### src/rtl/int_source_ctrl.sv
// Interrupt source controller: per-line sync/edge detect, pending/enable, single-level claim/complete.
// Optional level-triggered sources via `define INTSRC_LEVEL_EN (adds TRIGGER register at index 4).
module int_source_ctrl #(
   parameter int NSRC  = 4,
   parameter int ADR_W = 3
) (
   input  logic             clk,
   input  logic             rst,
   input  logic [NSRC-1:0]  irq_in,
   input  logic             io_we,
   input  logic             io_re,
   input  logic [ADR_W-1:0] io_adr,
   input  logic [31:0]      io_wdata,
   output logic [31:0]      io_rdata,
   output logic             interrupt_0,
   output logic             interrupt_clear
);

   localparam logic [ADR_W-1:0] A_PEND  = ADR_W'(0);
   localparam logic [ADR_W-1:0] A_EN    = ADR_W'(1);
   localparam logic [ADR_W-1:0] A_CLAIM = ADR_W'(2);
   localparam logic [ADR_W-1:0] A_COMP  = ADR_W'(3);
`ifdef INTSRC_LEVEL_EN
   localparam logic [ADR_W-1:0] A_TRIG  = ADR_W'(4);
`endif

   typedef enum logic {ST_IDLE, ST_BUSY} state_e;

   state_e          state_q, state_d;
   logic [NSRC-1:0] s1_q, s2_q, s3_q;
   logic [NSRC-1:0] pend_q, pend_d;
   logic [NSRC-1:0] en_q, en_d;
   logic [4:0]      svc_q, svc_d;
   logic [31:0]     rdata_q, rdata_d;
   logic            irq0_q, irq0_d;
   logic            clr_q, clr_d;
`ifdef INTSRC_LEVEL_EN
   logic [NSRC-1:0] trig_q, trig_d;
`endif

   logic [NSRC-1:0] edge_w;
   logic [4:0]      claim_id;
   logic            claim_go;
   logic            busy;
   logic [31:0]     rd_val;
   logic            unused_wdata;

   assign unused_wdata = ^io_wdata;
   assign edge_w       = s2_q & ~s3_q;
   assign busy         = (state_q == ST_BUSY);

   // Downward scan so the lowest claimable index is the last one written.
   always_comb begin
      claim_id = '0;
      for (int i = NSRC - 1; i >= 0; i--) begin
         if (pend_q[i] && en_q[i]) claim_id = 5'(i + 1);
      end
      if (busy) claim_id = '0;
   end

   assign claim_go = io_re && (io_adr == A_CLAIM) && (claim_id != 5'd0);

   always_comb begin
      rd_val = '0;
      case (io_adr)
         A_PEND:  rd_val[NSRC-1:0] = pend_q;
         A_EN:    rd_val[NSRC-1:0] = en_q;
         A_CLAIM: rd_val[4:0]      = claim_id;
         A_COMP:  rd_val           = {busy, 26'b0, svc_q};
`ifdef INTSRC_LEVEL_EN
         A_TRIG:  rd_val[NSRC-1:0] = trig_q;
`endif
         default: rd_val = '0;
      endcase
   end

   always_comb begin
      state_d = state_q;
      svc_d   = svc_q;
      en_d    = en_q;
      pend_d  = pend_q;
      rdata_d = io_re ? rd_val : rdata_q;
      irq0_d  = |(pend_q & en_q) & ~busy;
      clr_d   = claim_go;
`ifdef INTSRC_LEVEL_EN
      trig_d  = trig_q;
`endif

      if (io_we && io_adr == A_PEND) pend_d = pend_d & ~io_wdata[NSRC-1:0];
      for (int i = 0; i < NSRC; i++) begin
         if (claim_go && claim_id == 5'(i + 1)) pend_d[i] = 1'b0;
      end
      // A new edge beats any clear in the same cycle.
      pend_d = pend_d | edge_w;
`ifdef INTSRC_LEVEL_EN
      pend_d = (pend_d & ~trig_q) | (s2_q & trig_q);
      if (io_we && io_adr == A_TRIG) trig_d = io_wdata[NSRC-1:0];
`endif

      if (io_we && io_adr == A_EN) en_d = io_wdata[NSRC-1:0];

      case (state_q)
         ST_IDLE: begin
            if (claim_go) begin
               state_d = ST_BUSY;
               svc_d   = claim_id;
            end
         end
         ST_BUSY: begin
            if (io_we && io_adr == A_COMP && io_wdata[4:0] == svc_q) begin
               state_d = ST_IDLE;
               svc_d   = '0;
            end
         end
         default: state_d = ST_IDLE;
      endcase
   end

   always_ff @(posedge clk) begin
      if (rst) begin
         state_q <= ST_IDLE;
         s1_q    <= '0;
         s2_q    <= '0;
         s3_q    <= '0;
         pend_q  <= '0;
         en_q    <= '0;
         svc_q   <= '0;
         rdata_q <= '0;
         irq0_q  <= 1'b0;
         clr_q   <= 1'b0;
`ifdef INTSRC_LEVEL_EN
         trig_q  <= '0;
`endif
      end else begin
         state_q <= state_d;
         s1_q    <= irq_in;
         s2_q    <= s1_q;
         s3_q    <= s2_q;
         pend_q  <= pend_d;
         en_q    <= en_d;
         svc_q   <= svc_d;
         rdata_q <= rdata_d;
         irq0_q  <= irq0_d;
         clr_q   <= clr_d;
`ifdef INTSRC_LEVEL_EN
         trig_q  <= trig_d;
`endif
      end
   end

   assign io_rdata        = rdata_q;
   assign interrupt_0     = irq0_q;
   assign interrupt_clear = clr_q;

endmodule
### config.mk
export PLATFORM = sky130hd
export DESIGN_NAME = int_source_ctrl
export DESIGN_NICKNAME = d
export VERILOG_FILES = /design/src/rtl/int_source_ctrl.sv
export SDC_FILE = /design/constraint.sdc
export NUM_CORES = 1
export LEC_CHECK = 0
export ABC_AREA = 1
export CORE_ASPECT_RATIO = 0.75
export CORE_UTILIZATION = 40
export DETAILED_ROUTE_END_ITERATION = 16
export GPL_ROUTABILITY_DRIVEN = 0
export PLACE_DENSITY = 0.85
export SLEW_MARGIN = 10
export SYNTH_ARGS = -nofsm -noshare
export SYNTH_HDL_FRONTEND = slang
export SYNTH_SLANG_ARGS = --single-unit
### constraint.sdc
create_clock -name clk -period 1.3 [get_ports clk]
set_clock_uncertainty 0.1 [all_clocks]
set_input_delay 0.195 -clock clk [delete_from_list [all_inputs] [get_ports clk]]
set_output_delay 0.195 -clock clk [all_outputs]
set_load 0.005 [all_outputs]
==> impl_metrics.tcl <==
set metrics [dict create \
    status "finished, final reports clean" \
    reg2regPathDepth 7 \
    first_pass_iters 5 \
    hold_class "register to register" \
    post_dp_cell_area_um2 1940 \
    synth_area_per_cell_um2 6.86 \
    ctsRootBufferMaster "sky130_fd_sc_hd__clkbuf_8" \
    clkLatencyLatePin_ps 290 \
    critPathBufInv 2 \
    cts.sink_count 31 \
    arrival_ps 1310 \
    yosysUniqueCellTypes 21 \
    detail_route.wl_per_cell_um 10.4 \
    p_leak_nw 1.06 \
    fp.dieArea_um2 4250 \
    nets 325 \
    final_cell_area_um2 2100 \
    gr-usage-all-layers_pct 18.5 \
    critical_path.max_fanout 4 \
    maxCapViolCount 0 \
    cpLargestDelayFamily "buffers and inverters" \
    cts_tree "done" \
    post-synth-top-area-fraction_pct 38.8 \
    core.rowCount 19 \
    synth_warnings 0 \
    route.antenna.remaining_nets 0 \
    first_global_vias 1382 \
    drt-initial-drc-count 84 \
    cp_required_ps 1380 \
    cts_htree_levels 2 \
    finalCriticalPeriod_ps 1240 \
    drive_gt1_share_pct 22.6 \
    vias 1516 \
    synth_largest_area_cell "sky130_fd_sc_hd__dfxtp_1" \
    ios 77 \
    synthesis.instances 233 \
    timing.final.crit_share_pct 95.2 \
    ys_seq_area_share_pct 38.8 \
    ys_top_cells_by_area "sky130_fd_sc_hd__dfxtp_1 39%, sky130_fd_sc_hd__buf_4 13%, sky130_fd_sc_hd__nand2_1 11%" \
    worst_path_max_delay_cell "sky130_fd_sc_hd__clkdlybuf4s50_1" \
    diode_insertion_count_for_antenna_repair 0 \
    hold_violations 0 \
    worstSetupEndpointType "register" \
    routed_via_density 4.53 \
    syn2layout_area_growth_pct 31.2 \
    post_synth_instance_area_um2 1600 \
    die_w_um 75.0 \
    routed_wirelength_mm 3.49 \
    pre_cts_ws_ps -318 \
    placement.io_buffers 22 \
    design.core.area_um2 3730 \
    crit_path_max_incr_delay_ps 530 \
    initial_antenna_violation_count 0 \
    slew_violations 0 \
    grt_pass1_wl_mm 5.84 \
    die_y_um 56.7 \
    totalPowerFinal_mw 2.20 \
    clkTransAtPathRegs_ps 70 \
    criticalPathCategory "input pin to register" \
    tritoncts.num_buffers 5 \
    gr-total-overflow 0 \
    cts_max_path_buffers 2 \
    critical_path_cell_count 8 \
    hold-path-cell-count 2 \
    power.ir.vdd_worst_mv 0.625 \
    postSynthRegisterBits 31 \
    drc 0 \
    final.setup.worst_slack_ps 63.0 \
    worst_path_most_repeated_cell "sky130_fd_sc_hd__nand2_1" \
    holdBufCountCts 0 \
    starting_density_of_the_core_pct 42.8 \
    timing.critical_path.cells "clkdlybuf4s50_1 -> inv_1 -> nand2_1 -> nand2_1 -> nor2_1 -> nand3_2 -> nand3_1 -> a21oi_1" \
    maximum_number_of_pins_on_one_net_before_global_route_repair 12 \
    final-setup-viol-count 0 \
    hpwl_mm 2.68 \
    worstSetupStartpointType "input pin" \
    p_per_area_nw_per_um2 1050 \
    f_max_ghz 0.808 \
]
## report_power, final
group,switching [mW],total [mW],internal [mW]
clock network,0.357,0.976,0.619
logic,0.123,0.234,0.111
registers,0.0148,0.994,0.980
## metal layers
layer / vias to the layer above / GRT usage, % / part of all wire [%]
li1: 761 / - / -
met1: 672 / 23.0 / 43
met2: 77 / 27.2 / 46
met3: 6 / 8.62 / 10
met4: 0 / 7.82 / 0.83
met5: - / 0 / 0
## flip-flops by register name (all words and copies together), names as in the netlist, 3 cells and up
name,cells
s1_q,4
en_q,4
s3_q,4
s2_q,4
io_rdata,5
pend_q,4
svc_q,3
## area by class of cell
cell class	count	area, um^2
Timing Repair Buffer	47	400
Clock inverter	2	35.0
Multi-Input combinational cell	158	731
Clock buffer	6	82.6
Fill cell	374	1640
Inverter	39	149
Tap cell	52	65.1
Sequential cell	31	634
## path summary, 6_finish.rpt
path          startpoint   endpoint  slack [ps]
max          io_wdata[0]   svc_q[1]          60
min              s1_q[1]    s2_q[1]         300
max reg2reg      en_q[3]  pend_q[1]          70
min reg2reg      s1_q[1]    s2_q[1]         300
## kinds of logic (layout without fill, tap and decap cells)
logic type / after synthesis / after routing / share of synthesized area (%)
AND/OR/NAND/NOR: 111 / 111 / 31.2
flip-flops: 31 / 31 / 38.8
buffers and inverters: 70 / 94 / 23.3
other: 1 / 27 / 0.235
AO/OA/AOI/OAI: 20 / 20 / 6.50
## tightest hold or removal path, stage by stage, from the launching register on
cell                      delay (ps)
sky130_fd_sc_hd__dfxtp_1         300
sky130_fd_sc_hd__inv_1            40
sky130_fd_sc_hd__nor2_1           30
## stage by stage
step / instances / hold WS (ps) / setup TNS (ps) / util, %
finish: 335 / 300 / 0 / 56.2
global route: 335 / 321 / -5.65 / 56.2
CTS: 334 / 301 / 0 / 54.9
detailed placement: 326 / 292 / -5010 / 51.9
global placement: 326 / 290 / -4480 / 51.9
floorplan: 259 / 178 / 0 / -
## cell usage in the layout (no fill, tap or decap), drive strengths merged
| cell type | instances |
|---|---|
| buf | 25 |
| conb | 27 |
| bufinv | 1 |
| o31ai | 1 |
| inv | 39 |
| o21ai | 5 |
| nand4 | 7 |
| nor2 | 31 |
| clkdlybuf4s50 | 10 |
| dfxtp | 31 |
| nor3 | 1 |
| o22ai | 1 |
| nand2 | 50 |
| a21oi | 13 |
| dlygate4sd2 | 10 |
| clkbuf | 6 |
| clkinv | 1 |
| nand3 | 22 |
| dlymetal6s2s | 2 |
## cell usage after synthesis
cell type                  instances
sky130_fd_sc_hd__buf_6             1
sky130_fd_sc_hd__conb_1            1
sky130_fd_sc_hd__o21ai_0           5
sky130_fd_sc_hd__nand2_2           2
sky130_fd_sc_hd__nor3_1            1
sky130_fd_sc_hd__o22ai_1           1
sky130_fd_sc_hd__nand3_1          20
sky130_fd_sc_hd__nor2_1           28
sky130_fd_sc_hd__dfxtp_1          31
sky130_fd_sc_hd__nand2_1          48
sky130_fd_sc_hd__inv_2             6
sky130_fd_sc_hd__nor2_2            2
sky130_fd_sc_hd__inv_1            33
sky130_fd_sc_hd__clkbuf_1          3
sky130_fd_sc_hd__nand3_4           1
sky130_fd_sc_hd__nand3_2           1
sky130_fd_sc_hd__nand4_1           7
sky130_fd_sc_hd__a21oi_1          13
sky130_fd_sc_hd__buf_4            27
sky130_fd_sc_hd__o31ai_1           1
sky130_fd_sc_hd__nor2_4            1
## repair_timing
action / CTS / global route
gates resized for setup: 13 / 19
pin swaps: 2 / 1
buffers inserted: 0 / 1
endpoints found under the setup margin: 15 / 10
(Power assumes the default switching activity.)
